## src/rtl/psa_16bit.sv

```systemverilog
// psa_16bit: registered 16-bit add/subtract, or four independent signed 4-bit adds (PADDSB).
// Latency: one cycle. Inputs sampled at rising clk edge N appear on Sum/Ovfl after edge N.
// Backpressure: none. A new operation is accepted every cycle and there is no handshake.
//
// Ports:
//   clk   - rising-edge clock for the output registers
//   rst_n - asynchronous active-low reset; clears Sum and Ovfl
//   A, B  - 16-bit two's-complement operands
//   Sub   - word mode only: 1 = A-B, 0 = A+B (ignored when pad=1)
//   pad   - 0 = one 16-bit operation, 1 = four nibble-wise adds with no inter-nibble carry
//   Sum   - registered result
//   Ovfl  - registered signed-overflow flag (OR of the nibble flags in sub-word mode)
//
// Build option: define PSA_SAT_EN to saturate overflowing results instead of wrapping.
// Ovfl is the same in both builds.

module psa_cla4 (
    input  logic [3:0] a,
    input  logic [3:0] b,
    input  logic       cin,
    output logic [3:0] s,
    output logic       c3,    // carry into bit 3, used for the overflow flag
    output logic       cout   // carry out of bit 3
);
    logic [3:0] g;
    logic [3:0] p;
    logic [3:0] c;

    assign g = a & b;
    assign p = a ^ b;

    // Every carry is derived directly from cin and the generate/propagate terms.
    assign c[0] = cin;
    assign c[1] = g[0] | (p[0] & cin);
    assign c[2] = g[1] | (p[1] & g[0]) | (p[1] & p[0] & cin);
    assign c[3] = g[2] | (p[2] & g[1]) | (p[2] & p[1] & g[0])
                | (p[2] & p[1] & p[0] & cin);
    assign cout = g[3] | (p[3] & g[2]) | (p[3] & p[2] & g[1])
                | (p[3] & p[2] & p[1] & g[0])
                | (p[3] & p[2] & p[1] & p[0] & cin);

    assign s  = p ^ c;
    assign c3 = c[3];
endmodule

module psa_16bit (
    input  logic        clk,
    input  logic        rst_n,
    input  logic [15:0] A,
    input  logic [15:0] B,
    input  logic        Sub,
    input  logic        pad,
    output logic [15:0] Sum,
    output logic        Ovfl
);
    // In sub-word mode Sub is ignored, so B is never inverted there.
    logic        do_sub;
    logic [15:0] b_eff;
    logic [15:0] raw_sum;
    logic [3:0]  blk_cin;
    logic [3:0]  blk_c3;
    logic [3:0]  blk_cout;
    logic [3:0]  nib_ovf;
    logic        word_ovf;

    logic [15:0] sum_d;
    logic [15:0] sum_q;
    logic        ovfl_d;
    logic        ovfl_q;

    assign do_sub = Sub & ~pad;
    assign b_eff  = do_sub ? ~B : B;

    genvar i;
    generate
        for (i = 0; i < 4; i++) begin : g_blk
            // The subtract "+1" enters at block 0. Block boundaries break the chain in sub-word mode.
            if (i == 0) begin : g_first
                assign blk_cin[i] = do_sub;
            end else begin : g_rest
                assign blk_cin[i] = blk_cout[i-1] & ~pad;
            end

            psa_cla4 u_cla (
                .a    (A[4*i +: 4]),
                .b    (b_eff[4*i +: 4]),
                .cin  (blk_cin[i]),
                .s    (raw_sum[4*i +: 4]),
                .c3   (blk_c3[i]),
                .cout (blk_cout[i])
            );

            assign nib_ovf[i] = blk_c3[i] ^ blk_cout[i];
        end
    endgenerate

    // The top block's bit-3 carries are bit 15's carries in word mode.
    assign word_ovf = nib_ovf[3];

    always_comb begin
        sum_d  = raw_sum;
        ovfl_d = pad ? (|nib_ovf) : word_ovf;
`ifdef PSA_SAT_EN
        // Overflow only happens when both addends share a sign, so the sign of A
        // gives the overflow direction: A negative means negative overflow.
        if (pad) begin
            for (int n = 0; n < 4; n++) begin
                if (nib_ovf[n]) begin
                    sum_d[4*n +: 4] = A[4*n+3] ? 4'h8 : 4'h7;
                end
            end
        end else if (word_ovf) begin
            sum_d = A[15] ? 16'h8000 : 16'h7FFF;
        end
`endif
    end

    always_ff @(posedge clk or negedge rst_n) begin
        if (!rst_n) begin
            sum_q  <= 16'h0000;
            ovfl_q <= 1'b0;
        end else begin
            sum_q  <= sum_d;
            ovfl_q <= ovfl_d;
        end
    end

    assign Sum  = sum_q;
    assign Ovfl = ovfl_q;
endmodule

```

## config.mk

```make
export PLATFORM = sky130hd
export DESIGN_NAME = psa_16bit
export DESIGN_NICKNAME = d
export VERILOG_FILES = /design/src/rtl/psa_16bit.sv
export SDC_FILE = /design/constraint.sdc
export NUM_CORES = 1
export LEC_CHECK = 0
export CAP_MARGIN = 20
export CELL_PAD_IN_SITES_DETAIL_PLACEMENT = 0
export CELL_PAD_IN_SITES_GLOBAL_PLACEMENT = 1
export CORE_ASPECT_RATIO = 0.8
export CORE_UTILIZATION = 50
export DETAILED_ROUTE_END_ITERATION = 12
export DONT_BUFFER_PORTS = 1
export PLACE_DENSITY_LB_ADDON = 0.1
export REMOVE_ABC_BUFFERS = 1
export SLEW_MARGIN = 20
export SYNTH_ARGS = -nofsm -noshare
export SYNTH_HDL_FRONTEND = slang
export SYNTH_SLANG_ARGS = --single-unit
```

## constraint.sdc

```tcl
create_clock -name clk -period 1 [get_ports clk]
set_input_delay 0.05 -clock clk [delete_from_list [all_inputs] [get_ports clk]]
set_output_delay 0.05 -clock clk [all_outputs]
set_load 0.03 [all_outputs]
```

## Word-level counts from Yosys, hierarchy flattened

Cells that the tools add are included.
W data, S select, Z words.

| operators by class | value |
|---|---|
| muxes and demuxes | 2 |
| bitwise logic cells | 126 |
| reduce and logical (&&, ||, !) cells | 1 |

Operator list:

| cell | number |
|---|---|
| $and A1 B1 Y1 | 68 |
| $or A1 B1 Y1 | 40 |
| $xor A4 B4 Y4 | 8 |
| $and A4 B4 Y4 | 4 |
| $mux W16 | 1 |
| $not A16 Y16 | 1 |
| $reduce_or A4 Y1 | 1 |
| $xor A1 B1 Y1 | 4 |
| $mux W1 | 1 |
| $not A1 Y1 | 1 |

| storage, ports and cells | value |
|---|---|
| flip-flop bits (word level) | 17 |
| bits of input ports | 36 |
| output and inout bits | 17 |

## Depth between registers and ports, before layout

| logic depth | value |
|---|---|
| depth after elaboration | 21 |
| gate-level depth with buffers | 14 |

## Cells and area by module

Synthesis repeated with hierarchy kept, for this count alone.

| second synthesis, totals | value |
|---|---|
| cell total of the unflattened synthesis | 106 |
| area, all modules | 1262.5 µm² |

Modules (own cells, without submodules):

| module | instances | cells each | area an instance (µm²) | sequential area each (µm²) |
|---|---|---|---|---|
| psa_16bit | 1 | 46 | 686.9 | 425.4 |
| psa_cla4 at g_blk[1].u_cla ... | 3 | 14 | 140.1 | 0.0 |
| psa_cla4 at g_blk[0].u_cla | 1 | 18 | 155.1 | 0.0 |

## Least setup slack after synthesis

Ideal clock, no wire load.

| path | value |
|---|---|
| path kind | input-to-reg |
| start | in pad |
| end | reg sum_q[12] (netlist: Sum[12]) |
| library setup time | 0.136 ns |
| data arrival time | 2.753 ns |
| path slack | -1.889 ns |
| stages | 13 |
| path buffers | 3 |
| cell sequence | buf_6 nand2b_1 clkbuf_1 buf_2 xnor2_1 ha_1 nand3b_1 a221oi_2 o211ai_2 o31ai_4 a21oi_1 nor2_1 fa_1 |

| on the way | value |
|---|---|
| word-level cells in the longest chain between the ends | 17 |

Ends and longest elaborated chain:

| item | line | source |
|---|---|---|
| start: declaration | 52 | `input logic pad,` |
| $not A1 Y1 * | 71, 81 |  |
| $and A1 B1 Y1 | 71 | `assign do_sub = Sub & ~pad;` |
| $mux W16 | 72 | `assign b_eff = do_sub ? ~B : B;` |
| $xor A4 B4 Y4 or $and A4 B4 Y4 (tied branches) | 30, 29 |  |
| $and A1 B1 Y1 (on tied branches) | 38, 39, 40 |  |
| $or A1 B1 Y1, or another cell as far along (2 in series) | 38 | `assign cout = g[3] \| (p[3] & g[2]) \| (p[3] & p[2] & g[1])` |
| $or A1 B1 Y1 or $and A1 B1 Y1 (tied branches) | 39, 40 |  |
| $or A1 B1 Y1 | 40 | `\| (p[3] & p[2] & p[1] & p[0] & cin);` |
| $and A1 B1 Y1 | 81 | `assign blk_cin[i] = blk_cout[i-1] & ~pad;` |
| $and A1 B1 Y1 | 40 |  |
| $or A1 B1 Y1 | 40 |  |
| $and A1 B1 Y1 | 81 |  |
| $and A1 B1 Y1 | 40 |  |
| $or A1 B1 Y1 | 40 |  |
| $and A1 B1 Y1 | 81 |  |
| $xor A4 B4 Y4 * | 42 | `assign s = p ^ c;` |
| named net g_blk[3].u_cla.s[0] | 21 | `output logic [3:0] s,` |
| end signal: assignment | 123 | `sum_q <= sum_d;` |
| end: declaration | 67 | `logic [15:0] sum_q;` |

The timed path passes the listed nets; every way through them passes the cells marked *.

## Worst setup path after layout

Ends and elaborated chain as after synthesis.

==> results.json <==
{
  "wl_um": 3410,
  "max_slew_margin_pct": 48.73,
  "ioPinCount": 53,
  "wl_met2_um": 1663,
  "whs_ns": 0.01016,
  "ys_types": 44,
  "cts_buffer_depth": 2,
  "wl_met3_um": 157,
  "drcViolationCount": 0,
  "syn2layout_area_growth_pct": 35.20,
  "endpoint_kind": "register",
  "postSynthAreaPerCell_um2": 9.967,
  "ys_seq_area_share_pct": 28.84,
  "yosys-top-cells-area": "dfrtp_1 29%, ha_1 14%, xnor2_1 13%",
  "grt_setup_unrepaired": "true",
  "ant_nets": 0,
  "die_w_um": 62.73,
  "vias": 1245,
  "top_layer_used": "met4",
  "yosys-top-cells-count": "22 x xnor2_1, 17 x dfrtp_1, 16 x ha_1",
  "grt_usage_pct": 23.59,
  "initial_utilization_pct": 52.94,
  "port_buffers": 0,
  "drive_above_1_share_pct": 36.22,
  "met1Wirelength_um": 1554,
  "cts_tree": "built",
  "overflow": 0,
  "design_power_total_w": 0.003098,
  "hold_viol": 0,
  "wl_per_cell_um": 14.57,
  "drtPass1Iterations": 4,
  "core_um2": 2786,
  "period_minus_slack_ns": 2.262,
  "n_antenna_cell": 0,
  "crit_path_start": "pad",
  "cp-start-kind": "input pin",
  "worst_pin_slew_ns": 0.7665,
  "setup_viol": 15,
  "worstPathArrival_ns": 2.39,
  "hpwl_um": 2556,
  "fin_nets": 252,
  "syn_inst": 148,
  "cts_buffers": 3,
  "power_density_nw_per_um2": 1553,
  "htreeDepth": 1,
  "clk_pin_slew_ns": 0.07,
  "hold_class": "in2reg",
  "grt_pass1_wl_um": 5685,
  "cp_max_fo": 11,
  "status": "complete, but fails checks",
  "ys.flop_type": "dfrtp_1",
  "synth_top_area_share_pct": 28.84,
  "synth_top_cell_by_area": "dfrtp_1",
  "cp.required_ns": 1.12,
  "synth_edf_count": 0,
  "die_y_um": 50.58,
  "dieArea_um2": 3173,
  "synth_most_common_cell": "xnor2_1",
  "final.period_utilization_pct": 226.2,
  "synth-seq-cells": 17,
  "worstHoldStart": "B[0]",
  "drt-initial-drc-count": 51,
  "violations": "negative setup slack",
  "finalSetupTns_ns": -13.33,
  "ir_worst_vdd_mv": 0.9607,
  "std_cell_rows": 17,
  "fillerInstances": 205,
  "syn_area_um2": 1475,
  "grt_max_degree": 18,
  "root_buffer": "clkbuf_8",
  "yosysWarnings": 0,
  "postSynth.asyncResetShare_pct": 100.0,
  "crit_type": "in2reg",
  "grt_pass1_vias": 1266,
  "utilization_pct": 71.58,
  "leakagePower_nw": 0.9255,
  "globalplace.congestion": 0.8675,
  "max_freq_mhz": 442.0,
  "drv_slew": 0,
  "post_drt_via_cell_ratio": 5.321,
  "fin_ws_ns": -1.262,
  "drv_cap": 0,
  "antenna_found_initial": 0,
  "cts.sinks": 17
}
==> worst paths after layout <==
kind	end	slack, ns	depth (start not counted)
min in group asynchronous	Sum[6]	0.31	1
setup / recovery	Sum[12]	-1.26	11
max in group asynchronous	Sum[15]	0.21	1
hold / removal	Sum[1]	0.01	3
==> flip-flops by register name, indices dropped and copies added, names as in the netlist <==
signal / cells
Sum: 16
Ovfl: 1
==> what timing repair did <==
action / in CTS / in global routing
gates resized for setup: 10 / 9
pin swaps: 15 / 16
endpoints found under the setup margin: 15 / 15
hold endpoints to repair: 20 / 0
hold buffers: 4 / 0
buffers inserted: 4 / 4
==> power breakdown <==
part	switching (W)	internal, W
Sequential	0.000469	0.000877
Clock	0.000235	0.000283
Combinational	0.000566	0.000669
==> kinds of logic (layout without fill, tap and decap cells) <==
family / after synthesis / after routing / share of synthesized area [%]
adder cells (fa/ha/maj): 19 / 19 / 17.64
flip-flops: 17 / 17 / 28.84
multiplexers: 3 / 3 / 2.205
AO/OA/AOI/OAI: 35 / 35 / 17.56
AND/OR/NAND/NOR: 32 / 32 / 12.64
buffers and inverters: 13 / 61 / 3.901
XOR/XNOR: 29 / 29 / 17.22
==> layout make-up <==
cell class / instances / area, um2 / share of cell area (%)
clock buffer: 4 / 45.04 / 2.258
timing repair buffer: 47 / 366.6 / 18.38
inverter: 10 / 37.54 / 1.882
tap: 38 / 47.55 / 2.384
multi-input combinational: 118 / 1072 / 53.76
sequential: 17 / 425.4 / 21.33
==> cells in the final DEF, fill, tap and decap left out, types with 2 or more instances in the layout <==
cell / instances
ha_1: 14
a21oi_2: 4
inv_1: 9
o21ai_0: 2
or2_1: 2
xnor2_1: 20
nand2_1: 6
dfrtp_1: 17
xor2_1: 7
nor2_1: 9
xnor2_2: 2
fa_2: 3
nand2b_1: 3
a31oi_1: 2
o21bai_1: 2
o21ai_2: 2
buf_4: 42
o21ai_1: 3
a21oi_1: 7
ha_2: 2
clkbuf_8: 3
nand3_1: 2
dlygate4sd3_1: 4
==> stage by stage <==
stage                     instances  instance area [um2]  setup slack (ns)
after floorplan                 145                 1455            -1.803
after global placement          219                 1773            -1.502
after detailed placement        219                 1773            -1.591
after CTS                       230                 1916            -1.243
after global routing            234                 1994            -1.441
final                           234                 1994            -1.262
==> critical path, stage by stage <==
cell      delay (ns)
nand2b_4        0.13
buf_6           0.13
xnor2_1         0.12
ha_2            0.34
o21ai_2         0.07
a221oi_2        0.33
o211ai_2        0.18
o31ai_4         0.31
a21oi_1         0.10
nor2_1          0.17
fa_2            0.45
==> layer usage <==
layer  global-route usage, %  vias to the layer above
li1                        -                      614
met3                   3.864                        4
met2                   40.94                       40
met1                   29.75                      587
met4                   8.140                        0
met5                       0                        -
(Power assumes the default switching activity.)
